`config.mk`:
```
export PLATFORM = sky130hd
export DESIGN_NAME = decode_queue
export DESIGN_NICKNAME = d
export VERILOG_FILES = /design/src/rtl/decode_queue.sv
export SDC_FILE = /design/constraint.sdc
export NUM_CORES = 1
export LEC_CHECK = 0
export ABC_AREA = 1
export BUFFER_PORTS_ARGS = -buffer_cell sky130_fd_sc_hd__buf_2
export CAP_MARGIN = 20
export CORE_ASPECT_RATIO = 1.75
export CORE_MARGIN = 3
export CORE_UTILIZATION = 55
export DETAILED_ROUTE_END_ITERATION = 12
export PLACE_DENSITY_LB_ADDON = 0.25
export SLEW_MARGIN = 30
export SYNTH_ARGS = -nofsm -noshare
export SYNTH_HDL_FRONTEND = slang
export SYNTH_SLANG_ARGS = --single-unit
```
`constraint.sdc`:
```
create_clock -name CLK -period 5.6 [get_ports CLK]
set_clock_uncertainty 0.1 [all_clocks]
set_input_delay 0.84 -clock CLK [delete_from_list [all_inputs] [get_ports CLK]]
set_output_delay 0.84 -clock CLK [all_outputs]
set_load 0.05 [all_outputs]
```
`src/rtl/decode_queue.sv`:
```
// RV32I decode queue: decodes each accepted instruction and buffers the control
// bundle in a DEPTH-entry FIFO between fetch and issue, with flush and halt lock.

package cpu_types_pkg;
  typedef enum logic [3:0] {
    ALU_ADD  = 4'd0,
    ALU_SUB  = 4'd1,
    ALU_SLL  = 4'd2,
    ALU_SLT  = 4'd3,
    ALU_SLTU = 4'd4,
    ALU_XOR  = 4'd5,
    ALU_SRL  = 4'd6,
    ALU_SRA  = 4'd7,
    ALU_OR   = 4'd8,
    ALU_AND  = 4'd9
  } aluop_t;

  typedef struct packed {
    logic [4:0] rs1;
    logic [4:0] rs2;
    logic [4:0] rd;
    aluop_t     alu_op;
    logic       reg_wr;
    logic       d_wen;
    logic       d_ren;
    logic       alu_src;
    logic       shift;
    logic       jp_sel;
    logic       halt;
    logic       illegal;
    logic [1:0] pc_src;
    logic [2:0] rd_sel;
  } ctrl_t;
endpackage

module decode_queue
  import cpu_types_pkg::*;
#(
  parameter int DEPTH = 4,
  parameter int XLEN  = 32
) (
  input  logic                       CLK,
  input  logic                       RST,
  input  logic                       in_valid,
  output logic                       in_ready,
  input  logic [XLEN-1:0]            in_instr,
  input  logic [XLEN-1:0]            in_pc,
  input  logic                       flush,
  output logic                       out_valid,
  input  logic                       out_ready,
  output logic [XLEN-1:0]            out_pc,
  output logic [4:0]                 out_rs1,
  output logic [4:0]                 out_rs2,
  output logic [4:0]                 out_rd,
  output aluop_t                     out_aluOp,
  output logic                       out_regWr,
  output logic                       out_dWEN,
  output logic                       out_dREN,
  output logic                       out_aluSrc,
  output logic                       out_shift,
  output logic                       out_jpSel,
  output logic                       out_halt,
  output logic                       out_illegal,
  output logic [XLEN-1:0]            out_imm,
  output logic [1:0]                 out_pcSrc,
  output logic [2:0]                 out_rdSel,
  output logic [$clog2(DEPTH):0]     count
);

  localparam int PW = $clog2(DEPTH);
  localparam int CW = PW + 1;

  localparam logic [6:0] OP_R      = 7'b0110011;
  localparam logic [6:0] OP_I_ALU  = 7'b0010011;
  localparam logic [6:0] OP_LOAD   = 7'b0000011;
  localparam logic [6:0] OP_STORE  = 7'b0100011;
  localparam logic [6:0] OP_BRANCH = 7'b1100011;
  localparam logic [6:0] OP_JAL    = 7'b1101111;
  localparam logic [6:0] OP_JALR   = 7'b1100111;
  localparam logic [6:0] OP_LUI    = 7'b0110111;
  localparam logic [6:0] OP_AUIPC  = 7'b0010111;

  // funct3 -> ALU op; alt (funct7[5]) picks SUB/SRA where the encoding allows it
  function automatic aluop_t alu_from_f3(input logic [2:0] f3, input logic alt);
    aluop_t op;
    case (f3)
      3'b000:  op = alt ? ALU_SUB : ALU_ADD;
      3'b001:  op = ALU_SLL;
      3'b010:  op = ALU_SLT;
      3'b011:  op = ALU_SLTU;
      3'b100:  op = ALU_XOR;
      3'b101:  op = alt ? ALU_SRA : ALU_SRL;
      3'b110:  op = ALU_OR;
      3'b111:  op = ALU_AND;
      default: op = ALU_ADD;
    endcase
    return op;
  endfunction

  ctrl_t              dec;
  logic signed [31:0] imm32;
  logic [6:0]         opcode;
  logic [2:0]         f3;

  ctrl_t           ctrl_q [DEPTH];
  ctrl_t           ctrl_d [DEPTH];
  logic [XLEN-1:0] pc_mem_q  [DEPTH];
  logic [XLEN-1:0] pc_mem_d  [DEPTH];
  logic [XLEN-1:0] imm_mem_q [DEPTH];
  logic [XLEN-1:0] imm_mem_d [DEPTH];
  logic [PW-1:0]   wr_ptr_q, wr_ptr_d;
  logic [PW-1:0]   rd_ptr_q, rd_ptr_d;
  logic [CW-1:0]   count_q, count_d;
  logic            halt_lock_q, halt_lock_d;
  logic            push, pop;

  assign opcode = in_instr[6:0];
  assign f3     = in_instr[14:12];

  // Combinational RV32I decode of the word fetch is presenting
  always_comb begin
    dec     = '0;
    imm32   = '0;
    dec.rs1 = in_instr[19:15];
    dec.rs2 = in_instr[24:20];
    dec.rd  = in_instr[11:7];
    if (in_instr[31:0] == 32'hFFFF_FFFF) begin
      dec.halt = 1'b1;
    end else begin
      case (opcode)
        OP_R: begin
          dec.reg_wr = 1'b1;
          dec.alu_op = alu_from_f3(f3, in_instr[30]);
        end
        OP_I_ALU: begin
          dec.reg_wr  = 1'b1;
          dec.alu_src = 1'b1;
          if (f3 == 3'b001 || f3 == 3'b101) begin
            dec.shift  = 1'b1;
            dec.alu_op = alu_from_f3(f3, in_instr[30]);
            imm32      = {27'd0, in_instr[24:20]};
          end else begin
            dec.alu_op = alu_from_f3(f3, 1'b0);
            imm32      = {{20{in_instr[31]}}, in_instr[31:20]};
          end
        end
        OP_LOAD: begin
          dec.d_ren   = 1'b1;
          dec.reg_wr  = 1'b1;
          dec.alu_src = 1'b1;
          dec.rd_sel  = 3'd1;
          imm32       = {{20{in_instr[31]}}, in_instr[31:20]};
        end
        OP_STORE: begin
          dec.d_wen   = 1'b1;
          dec.alu_src = 1'b1;
          imm32       = {{20{in_instr[31]}}, in_instr[31:25], in_instr[11:7]};
        end
        OP_BRANCH: begin
          dec.pc_src = 2'd1;
          case (f3[2:1])
            2'b10:   dec.alu_op = ALU_SLT;
            2'b11:   dec.alu_op = ALU_SLTU;
            default: dec.alu_op = ALU_SUB;
          endcase
          imm32 = {{19{in_instr[31]}}, in_instr[31], in_instr[7],
                   in_instr[30:25], in_instr[11:8], 1'b0};
        end
        OP_JAL: begin
          dec.reg_wr = 1'b1;
          dec.pc_src = 2'd2;
          dec.rd_sel = 3'd2;
          imm32      = {{11{in_instr[31]}}, in_instr[31], in_instr[19:12],
                        in_instr[20], in_instr[30:21], 1'b0};
        end
        OP_JALR: begin
          dec.reg_wr  = 1'b1;
          dec.pc_src  = 2'd3;
          dec.jp_sel  = 1'b1;
          dec.rd_sel  = 3'd2;
          dec.alu_src = 1'b1;
          imm32       = {{20{in_instr[31]}}, in_instr[31:20]};
        end
        OP_LUI: begin
          dec.reg_wr = 1'b1;
          dec.rd_sel = 3'd3;
          imm32      = {in_instr[31:12], 12'd0};
        end
        OP_AUIPC: begin
          dec.reg_wr = 1'b1;
          dec.rd_sel = 3'd4;
          imm32      = {in_instr[31:12], 12'd0};
        end
        default: dec.illegal = 1'b1;
      endcase
    end
  end

  assign in_ready  = (count_q < CW'(DEPTH)) && !halt_lock_q;
  assign out_valid = (count_q != '0);
  assign push      = in_valid && in_ready;
  assign pop       = out_valid && out_ready;

  // Next-state for pointers, occupancy, halt lock and entry storage; flush wins
  always_comb begin
    wr_ptr_d    = wr_ptr_q;
    rd_ptr_d    = rd_ptr_q;
    count_d     = count_q;
    halt_lock_d = halt_lock_q;
    ctrl_d      = ctrl_q;
    pc_mem_d    = pc_mem_q;
    imm_mem_d   = imm_mem_q;
    if (flush) begin
      wr_ptr_d    = '0;
      rd_ptr_d    = '0;
      count_d     = '0;
      halt_lock_d = 1'b0;
    end else begin
      if (push) begin
        ctrl_d[wr_ptr_q]    = dec;
        pc_mem_d[wr_ptr_q]  = in_pc;
        imm_mem_d[wr_ptr_q] = XLEN'(imm32);
        wr_ptr_d            = wr_ptr_q + PW'(1);
        halt_lock_d         = halt_lock_q | dec.halt;
      end else begin
        wr_ptr_d = wr_ptr_q;
      end
      if (pop) begin
        rd_ptr_d = rd_ptr_q + PW'(1);
      end else begin
        rd_ptr_d = rd_ptr_q;
      end
      count_d = count_q + CW'(push) - CW'(pop);
    end
  end

  // State registers; reset also clears storage so the head reads as zero
  always_ff @(posedge CLK) begin
    if (RST) begin
      wr_ptr_q    <= '0;
      rd_ptr_q    <= '0;
      count_q     <= '0;
      halt_lock_q <= 1'b0;
      for (int i = 0; i < DEPTH; i++) begin
        ctrl_q[i]    <= '0;
        pc_mem_q[i]  <= '0;
        imm_mem_q[i] <= '0;
      end
    end else begin
      wr_ptr_q    <= wr_ptr_d;
      rd_ptr_q    <= rd_ptr_d;
      count_q     <= count_d;
      halt_lock_q <= halt_lock_d;
      ctrl_q      <= ctrl_d;
      pc_mem_q    <= pc_mem_d;
      imm_mem_q   <= imm_mem_d;
    end
  end

  assign count       = count_q;
  assign out_pc      = pc_mem_q[rd_ptr_q];
  assign out_imm     = imm_mem_q[rd_ptr_q];
  assign out_rs1     = ctrl_q[rd_ptr_q].rs1;
  assign out_rs2     = ctrl_q[rd_ptr_q].rs2;
  assign out_rd      = ctrl_q[rd_ptr_q].rd;
  assign out_aluOp   = ctrl_q[rd_ptr_q].alu_op;
  assign out_regWr   = ctrl_q[rd_ptr_q].reg_wr;
  assign out_dWEN    = ctrl_q[rd_ptr_q].d_wen;
  assign out_dREN    = ctrl_q[rd_ptr_q].d_ren;
  assign out_aluSrc  = ctrl_q[rd_ptr_q].alu_src;
  assign out_shift   = ctrl_q[rd_ptr_q].shift;
  assign out_jpSel   = ctrl_q[rd_ptr_q].jp_sel;
  assign out_halt    = ctrl_q[rd_ptr_q].halt;
  assign out_illegal = ctrl_q[rd_ptr_q].illegal;
  assign out_pcSrc   = ctrl_q[rd_ptr_q].pc_src;
  assign out_rdSel   = ctrl_q[rd_ptr_q].rd_sel;

endmodule

```
Word level (Yosys, flattened, before mapping)
Memory sizes are Yosys's and may differ from the RTL's.
Cells that the tools add are included.
Storage, ports and cells
  register bits after elaboration: 392
  word-level logic and storage cells: 152
  memories: 1
  ROM bits: 32
  output and inout bits: 101
  bits of input ports: 69
Memory list
  (name not given): depth 8, width 4, rd ports 1, clocked after Yosys merged registers in 0, write ports 0, RTL line 86  | case (f3)
Operators by class
  eq/ne operators: 19
  reductions and logical operators: 16
  bitwise logic cells: 4
  multiplexer cells: 36
  add/sub/neg operators: 4
  magnitude comparators: 4
Operators with widths (count)
  $bwmux 128: 3
  $mux 32: 9
  $bmux 32 s2: 3
  $pmux 32 s6: 1
  $demux 32 s2: 1
  $eq 32x32->1 const B: 1
  $pmux 4 s8: 1
  $eq 7x6->1 const B: 3
  $eq 7x7->1 const B: 3
  $eq 7x5->1 const B: 2
  $eq 3x3->1 const B: 4
  $pmux 3 s4: 1
  $pmux 4 s3: 1
  $mux 1: 11
  $mux 10: 1
  $reduce_or 9->1: 1
  $reduce_or 2->1: 4
  $eq 7x2->1 const B: 1
  $reduce_or 7->1: 1
  $eq 3x2->1 const B: 2
  $ge 3x3->1 const B: 2
  $mux 6: 1
  $not 2->3: 2
  $pmux 2 s3: 1
  other kinds (18): 23

Longest topological paths before layout
  depth in word-level cells: 6
  gate-level depth with buffers: 12
  gate-level depth less buffers: 12

Worst setup path after synthesis
No wires, ideal clock.
  path kind: reg-to-output
  from: register rd_ptr_q[0]
  to: output port out_aluOp[0]
  required time: 4.660 ns
  path slack: 2.785 ns
  arrival time: 1.875 ns
  buffers on the path: 3
  cell stages (with the launch flop): 6
  cell sequence: dfxtp_1 buf_2 buf_2 clkbuf_1 nor2_1 o22ai_1
On the way
  longest elaborated chain between the ends: 4
Ends and longest elaborated chain
  start, declared: RTL line 112  | logic [PW-1:0] rd_ptr_q, rd_ptr_d;
  start signal, assigned: RTL line 251  | rd_ptr_q <= rd_ptr_d;
  $not 2->3 (not written as such): RTL line 266  | assign out_aluOp = ctrl_q[rd_ptr_q].alu_op;
  $bmux 32 s2: RTL line 266
  $mux 32 (2 in series)
  end, declared: RTL line 55  | output aluop_t out_aluOp,
No other way between the ends. The select of a mux whose other input is x is not followed.

Worst setup path after layout
  from: register rd_ptr_q[0]
  to: output port out_dWEN
On the way
  longest elaborated chain between the ends: 4
Ends and longest elaborated chain
  $not 2->3 (not written as such): RTL line 268  | assign out_dWEN = ctrl_q[rd_ptr_q].d_wen;
  $bmux 32 s2: RTL line 268
  $mux 32 (2 in series)
  end, declared: RTL line 57  | output logic out_dWEN,
No other way between the ends. The select of a mux whose other input is x is not followed.

==> insert_results.sql <==
INSERT INTO impl_metrics (metric_group, metric, value, unit) VALUES
('outcome', 'status', 'finished clean', ''),
('route', 'dr_vias', '17600', ''),
('synthesis', 'ys_types', '37', ''),
('clock_network', 'hold_buffers', '0', ''),
('route', 'via_per_inst', '5.90', ''),
('grt', 'first_global_vias', '16400', ''),
('floorplan', 'die_height', '245', 'um'),
('pwr', 'power.leakage', '8.64', 'nW'),
('clock_network', 'cts_made_buffers', '38', ''),
('hold_path', 'hold_path_depth', '2', ''),
('clock_network', 'cts-htree-levels', '2', ''),
('floorplan', 'floorplan.initialDensity', '55.9', '%'),
('sta', 'rsz_0062_raised_after_global_routing', 'false', ''),
('critical_path', 'critical_path_class', 'flip-flop to primary output', ''),
('final_layout', 'syn_to_final_growth', '9.86', '%'),
('clock_network', 'cts_setup_buffers', '0', ''),
('route', 'wl', '53400', 'um'),
('clock_network', 'clock-root-buffer', 'sky130_fd_sc_hd__clkbuf_16', ''),
('critical_path', 'critical_path.max_fanout', '82', ''),
('synthesis', 'ys_ff_latch', '392', ''),
('synthesis', 'netlist_area', '0.0180', 'sq mm'),
('grt', 'grt_first_pass_wirelength', '84700', 'um'),
('route', 'post-route-drc-count', '0', ''),
('critical_path', 'timing.critical_path.from_type', 'flip-flop', ''),
('sta', 'timing.final.ws_setup', '1.37', 'ns'),
('place', 'gp_congestion', '0.953', ''),
('sta', 'slew-limit-headroom', '41.6', '%'),
('sta', 'finalHoldViolCount', '0', ''),
('synthesis', 'synth-async-reset-ratio', '0', '%'),
('pwr', 'vdd.ir_drop.worst', '0.223', 'mV'),
('floorplan', 'floorplan.die_area', '0.0350', 'sq mm'),
('sta', 'totalNegativeSetupSlack', '0', 'ns'),
('grt', 'maximum_number_of_pins_on_one_net_before_global_route_repair', '137', ''),
('synthesis', 'postSynthNetCount', '2612', ''),
('hold_path', 'holdCritStartpoint', 'pc_mem_q[70]', ''),
('final_layout', 'layout.core_utilization', '61.4', '%'),
('synthesis', 'top_cell_type_s_share_of_synthesized_area', '43.6', '%'),
('synthesis', 'synth-main-ff-cell', 'sky130_fd_sc_hd__dfxtp_1', ''),
('final_layout', 'post_route_cells_drive_above_1_share', '11.7', '%'),
('hold_path', 'min_delay_worst_endpoint', 'pc_mem_q[70]', ''),
('sta', 'min_period_over_period', '75.5', '%'),
('route', 'postRouteAntennaNets', '0', ''),
('synthesis', 'yosysWarnings', '0', ''),
('pwr', 'power_density', '314', 'mW/mm^2'),
('grt', 'number_of_antenna_violations_at_the_first_check_in_global_routing', '2', ''),
('sta', 'fmaxAchievable', '236', 'MHz'),
('floorplan', 'core_region_area', '0.0322', 'sq mm'),
('critical_path', 'timing.critical_path.arrival', '3.29', 'ns'),
('clock_network', 'ctsLongestPathBuffers', '3', ''),
('critical_path', 'critPathLaunch', 'rd_ptr_q[0]', ''),
('pwr', 'design_power_total', '6.22', 'mW'),
('place', 'dp.final_hpwl', '31300', 'um'),
('sta', 'final-setup-viol-count', '0', ''),
('floorplan', 'row_cnt', '87', ''),
('place', 'placed_cell_area', '0.0186', 'sq mm'),
('sta', 'hold_ws', '0.362', 'ns'),
('sta', 'post-route-min-period', '4.23', 'ns'),
('grt', 'grtUsageTotal', '29.5', '%'),
('clock_network', 'clock_insertion_delay_worst_skew', '0.54', 'ns'),
('critical_path', 'r2r_end', 'imm_mem_q[46]', ''),
('grt', 'overflow', '0', ''),
('route', 'first_iter_violations', '1855', ''),
('synthesis', 'syn_area_per_cell', '7.11', 'sq um'),
('hold_path', 'class_of_the_tightest_hold_or_removal_check', 'flip-flop to flip-flop', ''),
('critical_path', 'crit_path_end_kind', 'primary output', ''),
('sta', 'slew_violations', '0', ''),
('synthesis', 'synth_enable_flop_cells', '0', ''),
('floorplan', 'num_io_pins', '170', ''),
('critical_path', 'r2r_slack', '3.03', 'ns'),
('route', 'drt_pass1_iterations', '5', ''),
('synthesis', 'synth.top_cells.by_count', '490 x sky130_fd_sc_hd__nand2_1, 392 x sky130_fd_sc_hd__dfxtp_1, 340 x sky130_fd_sc_hd__o21ai_0, 315 x sky130_fd_sc_hd__nor2_1, 251 x sky130_fd_sc_hd__a21oi_1', '');
-- critical path: stages (launching register included) --
cell and delay (ns):
sky130_fd_sc_hd__dfxtp_4 0.61, sky130_fd_sc_hd__inv_4 0.74, sky130_fd_sc_hd__buf_4 0.51, sky130_fd_sc_hd__o21ai_0 0.13, sky130_fd_sc_hd__o22ai_1 0.35, sky130_fd_sc_hd__buf_2 0.35
-- placed cells by master (no fill, tap or decap), types with 2 or more instances in the layout --
master,netlist,final
sky130_fd_sc_hd__clkbuf_16,0,41
sky130_fd_sc_hd__clkbuf_8,0,8
sky130_fd_sc_hd__nand3_1,69,69
sky130_fd_sc_hd__o21bai_1,4,4
sky130_fd_sc_hd__inv_6,4,3
sky130_fd_sc_hd__ha_1,10,10
sky130_fd_sc_hd__buf_2,50,168
sky130_fd_sc_hd__nand3_2,8,8
sky130_fd_sc_hd__a21oi_2,4,4
sky130_fd_sc_hd__nand2_2,12,12
sky130_fd_sc_hd__buf_12,0,3
sky130_fd_sc_hd__inv_1,152,149
sky130_fd_sc_hd__buf_4,16,11
sky130_fd_sc_hd__nand4_1,41,41
sky130_fd_sc_hd__nor2_4,3,3
sky130_fd_sc_hd__o21ai_0,340,340
sky130_fd_sc_hd__nor2_1,315,315
sky130_fd_sc_hd__buf_6,11,2
sky130_fd_sc_hd__nor3_1,7,7
sky130_fd_sc_hd__clkinv_4,0,2
sky130_fd_sc_hd__o21ai_1,5,5
sky130_fd_sc_hd__inv_2,4,5
sky130_fd_sc_hd__clkinv_2,0,6
sky130_fd_sc_hd__nand2_1,490,490
sky130_fd_sc_hd__a21oi_1,251,251
sky130_fd_sc_hd__inv_4,0,2
sky130_fd_sc_hd__nand2_4,3,3
sky130_fd_sc_hd__clkbuf_1,123,9
sky130_fd_sc_hd__dfxtp_1,392,390
sky130_fd_sc_hd__nor2_2,14,14
sky130_fd_sc_hd__o22ai_1,96,96
sky130_fd_sc_hd__o21a_1,96,96
-- routing by layer --
| layer | GRT usage [%] | vias up | share of wire [%] |
|---|---|---|---|
| met5 | 0 | - | 0.034 |
| met4 | 16.0 | 2 | 5.6 |
| li1 | - | 8428 | - |
| met2 | 50.8 | 697 | 49 |
| met1 | 35.1 | 8292 | 39 |
| met3 | 4.05 | 156 | 6.5 |
-- how the worst max path moves through the flow --
stage	depth (start not counted)	endpoint	slack, ns
after detailed placement	5	out_dWEN	2.02
after global placement	5	out_dWEN	2.05
after global routing	5	out_dWEN	1.30
after floorplan	5	out_aluOp[0]	2.78
after CTS	5	out_dWEN	1.44
final	5	out_dWEN	1.37
-- registers in the layout, indices dropped and copies added (netlist names) --
| register | count |
|---|---|
| rd_ptr_q | 2 |
| imm_mem_q | 128 |
| count | 3 |
| ctrl_q | 128 |
| halt_lock_q | 1 |
| wr_ptr_q | 2 |
| pc_mem_q | 128 |
-- layout make-up --
class | instances | area [sq um] | area share (%)
tap | 400 | 500 | 2.53
clock inverter | 8 | 47.5 | 0.240
inverter | 161 | 632 | 3.19
timing repair buffer | 184 | 1010 | 5.09
multi-input combinational | 1777 | 8570 | 43.3
antenna | 1 | 2.50 | 0.0127
sequential | 392 | 7850 | 39.7
clock buffer | 58 | 1170 | 5.91
-- logic make-up after synthesis --
| kind of cell | count (synthesis) | synth area share (%) |
|---|---|---|
| and+or+nand+nor | 966 | 22.3 |
| AOI/OAI and AO/OA | 799 | 24.5 |
| DFF | 392 | 43.6 |
| buffers and inverters | 363 | 8.82 |
| adders and majority gates | 11 | 0.806 |
| xor gates and xnor gates | 1 | 0.0487 |
-- where the power goes --
part	leakage [nW]	internal, mW	switching [mW]
Combinational	4.86	0.193	0.590
Sequential	3.18	2.86	0.0424
Clock	0.605	1.44	1.09
No activity file was read; power rests on OpenSTA's default activity.
